File: config.mk
export PLATFORM = sky130hd
export DESIGN_NAME = qpsk_symbol_sequencer
export DESIGN_NICKNAME = d
export VERILOG_FILES = /design/src/rtl/qpsk_symbol_sequencer.sv
export SDC_FILE = /design/constraint.sdc
export NUM_CORES = 1
export LEC_CHECK = 0
export ABC_AREA = 0
export CORE_UTILIZATION = 37
export CTS_CLUSTER_SIZE = 40
export DETAILED_ROUTE_END_ITERATION = 10
export PLACE_DENSITY_LB_ADDON = 0.12
export SYNTH_ARGS = -nofsm -noshare
export SYNTH_HDL_FRONTEND = slang
export SYNTH_SLANG_ARGS = --single-unit
File: constraint.sdc
create_clock -name clk -period 3 [get_ports clk]
set_input_delay 0.6 -clock clk [delete_from_list [all_inputs] [get_ports clk]]
set_output_delay 0.6 -clock clk [all_outputs]
set_load 0.005 [all_outputs]
File: src/rtl/qpsk_symbol_sequencer.sv
// Byte-to-QPSK-symbol burst sequencer: takes bytes over valid/ready, emits four
// 2-bit symbols per byte (MSB pair first), each held for a programmable length.
module qpsk_symbol_sequencer #(
  parameter int unsigned LEN_W = 16,
  parameter int unsigned CNT_W = 8
) (
  input  logic             clk,
  input  logic             rst_n,
  input  logic             start,
  input  logic             abort,
  input  logic [LEN_W-1:0] symbol_len,
  input  logic [CNT_W-1:0] n_bytes,
  input  logic [7:0]       data_in,
  input  logic             data_valid,
  output logic             data_ready,
  output logic [1:0]       TX,
  output logic             tx_en,
  output logic             busy,
  output logic             done,
  output logic             underrun
);

  typedef enum logic [1:0] {
    IDLE = 2'd0,
    LOAD = 2'd1,
    SEND = 2'd2
  } state_t;

  state_t           state, state_d;
  logic [LEN_W-1:0] len_q, len_d;
  logic [LEN_W-1:0] hold_q, hold_d;
  logic [CNT_W-1:0] rem_q, rem_d;
  logic [1:0]       sym_q, sym_d;
  logic [5:0]       shift_q, shift_d;
  logic [7:0]       buf_q, buf_d;
  logic             buf_full_q, buf_full_d;
  logic [1:0]       tx_d;
  logic             tx_en_d, busy_d, done_d, underrun_d, ready_d;
  logic             xfer_c;

  assign xfer_c = data_valid && data_ready;

  // State and output registers
  always_ff @(posedge clk or negedge rst_n) begin
    if (!rst_n) begin
      state      <= IDLE;
      len_q      <= '0;
      hold_q     <= '0;
      rem_q      <= '0;
      sym_q      <= '0;
      shift_q    <= '0;
      buf_q      <= '0;
      buf_full_q <= 1'b0;
      TX         <= '0;
      tx_en      <= 1'b0;
      busy       <= 1'b0;
      done       <= 1'b0;
      underrun   <= 1'b0;
      data_ready <= 1'b0;
    end else begin
      state      <= state_d;
      len_q      <= len_d;
      hold_q     <= hold_d;
      rem_q      <= rem_d;
      sym_q      <= sym_d;
      shift_q    <= shift_d;
      buf_q      <= buf_d;
      buf_full_q <= buf_full_d;
      TX         <= tx_d;
      tx_en      <= tx_en_d;
      busy       <= busy_d;
      done       <= done_d;
      underrun   <= underrun_d;
      data_ready <= ready_d;
    end
  end

  // Next-state and next-output logic
  always_comb begin
    state_d    = state;
    len_d      = len_q;
    hold_d     = hold_q;
    rem_d      = rem_q;
    sym_d      = sym_q;
    shift_d    = shift_q;
    buf_d      = buf_q;
    buf_full_d = buf_full_q;
    tx_d       = TX;
    tx_en_d    = tx_en;
    busy_d     = busy;
    done_d     = 1'b0;
    underrun_d = underrun;
    ready_d    = 1'b0;

    if (xfer_c && (rem_q != '0)) rem_d = rem_q - CNT_W'(1);

    case (state)
      IDLE: begin
        if (start) begin
          underrun_d = 1'b0;
          if (n_bytes == '0) begin
            done_d = 1'b1;
          end else begin
            len_d   = (symbol_len == '0) ? LEN_W'(1) : symbol_len;
            rem_d   = n_bytes;
            busy_d  = 1'b1;
            state_d = LOAD;
          end
        end
      end
      LOAD: begin
        if (xfer_c) begin
          shift_d = data_in[5:0];
          tx_d    = data_in[7:6];
          tx_en_d = 1'b1;
          hold_d  = len_q - LEN_W'(1);
          sym_d   = 2'd0;
          state_d = SEND;
        end
      end
      SEND: begin
        if (xfer_c) begin
          buf_d      = data_in;
          buf_full_d = 1'b1;
        end
        if (hold_q != '0) begin
          hold_d = hold_q - LEN_W'(1);
        end else if (sym_q != 2'd3) begin
          tx_d    = shift_q[5:4];
          shift_d = {shift_q[3:0], 2'b00};
          sym_d   = sym_q + 2'd1;
          hold_d  = len_q - LEN_W'(1);
        end else if (buf_full_q) begin
          tx_d       = buf_q[7:6];
          shift_d    = buf_q[5:0];
          buf_full_d = 1'b0;
          sym_d      = 2'd0;
          hold_d     = len_q - LEN_W'(1);
        end else if (xfer_c) begin
          // Byte arriving on the last symbol edge bypasses the buffer
          tx_d       = data_in[7:6];
          shift_d    = data_in[5:0];
          buf_full_d = 1'b0;
          sym_d      = 2'd0;
          hold_d     = len_q - LEN_W'(1);
        end else if (rem_q != '0) begin
          underrun_d = 1'b1;
          tx_d       = 2'b00;
          tx_en_d    = 1'b0;
          state_d    = LOAD;
        end else begin
          tx_d    = 2'b00;
          tx_en_d = 1'b0;
          busy_d  = 1'b0;
          done_d  = 1'b1;
          state_d = IDLE;
        end
      end
      default: begin
        state_d = IDLE;
      end
    endcase

    ready_d = (state_d != IDLE) && (rem_d != '0) && !buf_full_d;

    // Abort overrides everything except reset; underrun is left as is
    if (abort) begin
      state_d    = IDLE;
      rem_d      = '0;
      buf_full_d = 1'b0;
      tx_d       = 2'b00;
      tx_en_d    = 1'b0;
      busy_d     = 1'b0;
      done_d     = 1'b0;
      ready_d    = 1'b0;
      underrun_d = underrun;
    end
  end

endmodule

==> results.yml, run 1 <==
floorplanning:
  die_w_um: 107.3
  initial_utilization_pct: 37.85
  num_rows: 38
  dieArea_um2: 11510
  core-area_um2: 10840
  ios: 44
  die_y_um: 107.3
cts:
  cts_hold_buf: 0
  clk_latency_ns: 0.36
  cts_tree: "done"
  cts.sinks: 66
  path_clk_slew_ns: 0.08
  clock_tree.root_cell: "clkbuf_8"
  htree_levels: 3
  postCtsSetupBuffers: 0
  cts_buffer_depth: 2
  cts_resized: 0
  cts_made_buffers: 9
layout:
  syn_to_final_growth_pct: 20.83
  final_util_pct: 45.73
  mostFrequentLayoutCells: "nand2_1, dfrtp_1, clkdlybuf4s50_1"
  final_nets: 589
  num_antenna_cells: 0
  final_common_cell: "nand2_1"
  layout-drive-gt1-share_pct: 9.689
power:
  ir_drop_mv: 0.2510
  power_mw: 3.192
  powerDensity_nw_per_um2: 643.9
  p_leak_nw: 2.021
routing:
  ant_nets: 0
  vias_per_cell: 5.591
  drc: 0
  routed_wirelength_mm: 12.13
  wl_per_cell_um: 17.65
  vias: 3841
  dr.pass1.iters: 5
  drtIter0Drc: 259
worst_hold_path:
  hold_path_class: "input port to async pin"
yosys:
  synth_seq_cells: 66
  synth_nets: 538
  synth_area_um2: 4103
  ys_types: 62
  yosys_warnings: 0
  async_flop_share_pct: 100.0
  ys_seq_area_share_pct: 40.26
  synth_edf_count: 0
  synthCells: 491
  synthFlopType: "dfrtp_1"
  synth_area_per_cell_um2: 8.356
sta:
  hold_viol_final: 0
  timing.hold.ws_ns: 0.2142
  maxSlewViolCount: 0
  worst_pin_slew_ns: 0.6883
  tns_ns: 0
  maxSlewHeadroom_pct: 53.81
  period_needed_ns: 2.474
  fmax_mhz: 404.1
  clock_skew_ns: 0.01069
  period_share_pct: 82.48
  rsz0062_at_grt: "false"
  fin_ws_ns: 0.5257
  setup_viol: 0
setup_path:
  rr_startpoint: "sym_q[0]"
  cp-startpoint: "sym_q[0]"
  crit_type: "flip-flop to flip-flop"
  end_kind: "flip-flop"
  critical_path_arrival_ns: 2.70
  cp_max_fo: 13
  setup.worst_path.start_class: "flip-flop"
  cp_data_required_time_ns: 3.22
place:
  gp_congestion: 0.8365
  portBuffers: 43
  pre_cts_ws_ns: 0.3558
  dpl.hpwl_mm: 9.073
global_routing:
  grt_use_total_pct: 22.28
  grt_pass1_wl_mm: 19.32
  antenna_found_initial: 0
  grt_max_degree: 28
  grt.overflow.total: 0
  grt_pass1_vias: 3535
run_status:
  outcome: "completed"
run:
  drv_cap: 0
## area by class of cell
type | count | area (um2)
clock buffer | 14 | 162.7
clock inverter | 2 | 35.03
fill | 1093 | 5883
inverter | 18 | 67.56
multi-input combinational | 385 | 2297
sequential | 66 | 1652
tap | 140 | 175.2
timing repair buffer | 62 | 568.0
## critical path, stage by stage, from the launching register on
cell and delay, ns:
dfrtp_1 0.38, ha_1 0.46, nor2b_1 0.34, nand2_1 0.26
buf_4 0.23, o311ai_1 0.29, o21ai_1 0.12, o21bai_1 0.19
a41oi_1 0.06
## stage by stage
stage,std cells,instance area (um2)
finish,687,4957
global route,687,4957
global placement,671,4760
detailed placement,671,4760
floorplan,491,4103
CTS,687,4957
## synth_stat cells, drive strengths merged, types with 3 or more instances
master,n,share of area (%)
ha,10,3.0
o21ai,43,5.2
nand3b,3,0.55
nand3,11,1.3
o22a,6,1.3
a22o,4,0.85
nor3b,3,0.55
or2,4,0.61
inv,18,1.6
a22oi,4,0.73
buf,5,0.55
xnor2,12,2.6
a21oi,38,4.7
nor4,13,2.7
nand4,6,0.92
xor2,8,1.7
nor2,40,3.7
mux2,9,2.5
or3,5,0.76
or4,6,1.2
o31ai,4,0.73
nand2b,4,0.61
clkbuf,17,1.6
nor2b,5,0.76
nor3,13,1.6
dfrtp,66,40
a31oi,7,1.1
nand2,81,7.4
o211ai,3,0.55
and2,4,0.61
a211oi,3,0.55
o22ai,9,1.4
## worst paths after layout
check / end / slack [ns] / cells past startpoint
max in group asynchronous: len_q[12] / 2.03 / 2
worst max register to register: data_ready / 0.53 / 8
worst max-delay path: data_ready / 0.53 / 8
worst min-delay path: hold_q[12] / 0.21 / 1
min in group clk: sym_q[0] / 0.50 / 1
worst min register to register: sym_q[0] / 0.50 / 1
## layer usage
layer	vias to the layer above	GRT usage, %	share of wire (%)
met5	-	0	0
met3	12	4.056	4.0
met2	95	33.13	44
met4	0	6.360	1.2
li1	1887	-	-
met1	1847	32.81	51
## sequential cells by signal, indices dropped and copies added, names as in the netlist
register / flops
state: 2
hold_q: 16
sym_q: 2
shift_q: 6
underrun: 1
buf_q: 8
buf_full_q: 1
TX: 2
rem_q: 8
done: 1
data_ready: 1
tx_en: 1
busy: 1
len_q: 16
## cell families (layout without fill, tap and decap cells)
logic type | after synthesis | after routing | synth area share (%)
multiplexers | 10 | 10 | 2.714
AND/OR/NAND/NOR | 203 | 203 | 24.37
adder cells (fa/ha/maj) | 10 | 10 | 3.050
XOR/XNOR | 20 | 20 | 4.270
flip-flops | 66 | 66 | 40.26
buffers and inverters | 40 | 96 | 3.751
AO/OA/AOI/OAI | 142 | 142 | 21.59
## report_power, final
| part | internal (mW) | switching [mW] |
|---|---|---|
| clock network | 0.430 | 0.356 |
| logic | 0.476 | 0.582 |
| registers | 1.10 | 0.247 |
| total | 2.01 | 1.19 |
(Power assumes the default switching activity.)
==> inputs of run 2 (changes only) <==
==> constraint.sdc (replaced) <==
create_clock -name clk -period 2.3 [get_ports clk]
set_input_delay 0.46 -clock clk [delete_from_list [all_inputs] [get_ports clk]]
set_output_delay 0.46 -clock clk [all_outputs]
set_load 0.005 [all_outputs]
==> results.yml, run 2 (same netlist as run 1, synthesis figures left out) <==
run_status:
  outcome: "completed"
place:
  dpl.hpwl_mm: 9.849
  pre_cts_ws_ns: -0.1458
  gp_congestion: 0.8845
  portBuffers: 43
layout:
  mostFrequentLayoutCells: "nand2_1, dfrtp_1, buf_4"
  num_antenna_cells: 0
  nFillCells: 1100
  reg.largest.list: "hold_q: 16 flops, len_q: 16 flops"
  layout-drive-gt1-share_pct: 15.52
  syn_to_final_growth_pct: 27.81
  multi_input_area_um2: 2332
  final_common_cell: "nand2_1"
  seqCellArea_um2: 1652
  final_nets: 624
setup_path:
  rr_worst_depth: 9
  cp_max_fo: 5
  crit_type: "flip-flop to flip-flop"
  cp_data_required_time_ns: 2.50
  r2r-end: "data_ready"
  critical_path_arrival_ns: 2.40
  setup.worst_path.start_class: "flip-flop"
  rr_startpoint: "rem_q[0]"
  end_kind: "flip-flop"
  reg2reg_slack_ns: 0.10
floorplanning:
  die_y_um: 107.3
  dieArea_um2: 11510
  num_rows: 38
  ios: 44
  core-area_um2: 10840
  die_w_um: 107.3
  initial_utilization_pct: 37.85
sta:
  tns_ns: 0
  hold_viol_final: 0
  period_share_pct: 95.62
  fmax_mhz: 454.7
  clock_skew_ns: 0.009726
  maxSlewViolCount: 0
  period_needed_ns: 2.199
  maxSlewHeadroom_pct: 52.32
  rsz0062_at_grt: "false"
  fin_ws_ns: 0.1008
  worst_pin_slew_ns: 0.7104
  setup_viol: 0
cts:
  postCtsSetupBuffers: 0
  htree_levels: 3
  cts.sinks: 66
  path_clk_slew_ns: 0.07
  cts_made_buffers: 9
  clk_latency_ns: 0.34
  clock_tree.root_cell: "clkbuf_8"
  cts_tree: "done"
  cts_buffer_depth: 2
routing:
  vias: 3998
  wl_per_cell_um: 17.62
  drtIter0Drc: 198
  vias_per_cell: 5.553
  drc: 0
  ant_nets: 0
  dr.pass1.iters: 5
  routed_wirelength_mm: 12.69
global_routing:
  grt.overflow.total: 0
  grt_pass1_wl_mm: 20.73
  grt_pass1_vias: 4020
  grt_use_total_pct: 23.73
  grt_max_degree: 38
  antenna_found_initial: 0
worst_hold_path:
  hold_path_class: "input port to async pin"
power:
  powerDensity_nw_per_um2: 796.9
  p_leak_nw: 2.196
  power_mw: 4.179
  ir_drop_mv: 0.3911
run:
  drv_cap: 0
run 2: layout make-up:
cell class                 count  area share, %
clock buffer                  11          2.505
multi-input combinational    385          44.48
clock inverter                 3         0.8113
timing repair buffer          97          16.08
sequential                    66          31.50
tap                          140          3.340
inverter                      18          1.288
run 2: where the power goes:
| group | internal [mW] | switching (mW) | leakage, nW |
|---|---|---|---|
| Clock | 0.488 | 0.435 | 0.0853 |
| Sequential | 1.44 | 0.322 | 0.837 |
| Combinational | 0.717 | 0.781 | 1.27 |
run 2: metrics by stage:
stage / hold slack [ns] / util (%) / instances / cell area [um2]
3_5_place_dp: 0.4455 / 46.45 / 706 / 5035
4_1_cts: 0.06479 / 48.05 / 720 / 5209
5_1_grt: 0.07575 / 48.37 / 720 / 5244
6_report: 0.06490 / 48.37 / 720 / 5244
2_1_floorplan: 0.1644 / - / 491 / 4103
3_3_place_gp: 0.4328 / 46.45 / 706 / 5035
run 2: worst max-delay path by stage:
| stage | from | end | slack, ns | cells past startpoint |
|---|---|---|---|---|
| 6_report | rem_q[0] | data_ready | 0.10 | 9 |
| 5_1_grt | len_q[3] | hold_q[15] | 0.008 | 6 |
| 4_1_cts | len_q[3] | hold_q[13] | 0.04 | 6 |
| 3_5_place_dp | n_bytes[1] | data_ready | -0.15 | 7 |
| 3_3_place_gp | n_bytes[1] | data_ready | -0.07 | 7 |
| 2_1_floorplan | rem_q[0] | data_ready | 0.24 | 8 |
run 2: critical path, cell delays in order (launching register included):
cell and delay (ns):
dfrtp_1 0.38, inv_1 0.07, ha_1 0.18, nor3b_1 0.13, buf_4 0.16, a21oi_4 0.20
nand4_1 0.14, xnor2_1 0.20, a2111oi_1 0.42, a41oi_1 0.18
run 2: timing repair:
action / 4_1_cts / 5_1_grt
hold buffers: 0 / 0
gates resized for setup: 0 / 7
hold endpoints to repair: 0 / 0
endpoints found under the setup margin: 0 / 19
run 2: metal layers:
layer / track usage, % / part of all wire [%] / wire, um / up-vias
li1: - / - / - / 1943
met1: 31.52 / 46 / 5810 / 1932
met2: 38.71 / 48 / 6109 / 99
met3: 3.692 / 3.8 / 481 / 24
met4: 9.295 / 2.2 / 284 / 0
met5: 0 / 0 / 0 / -
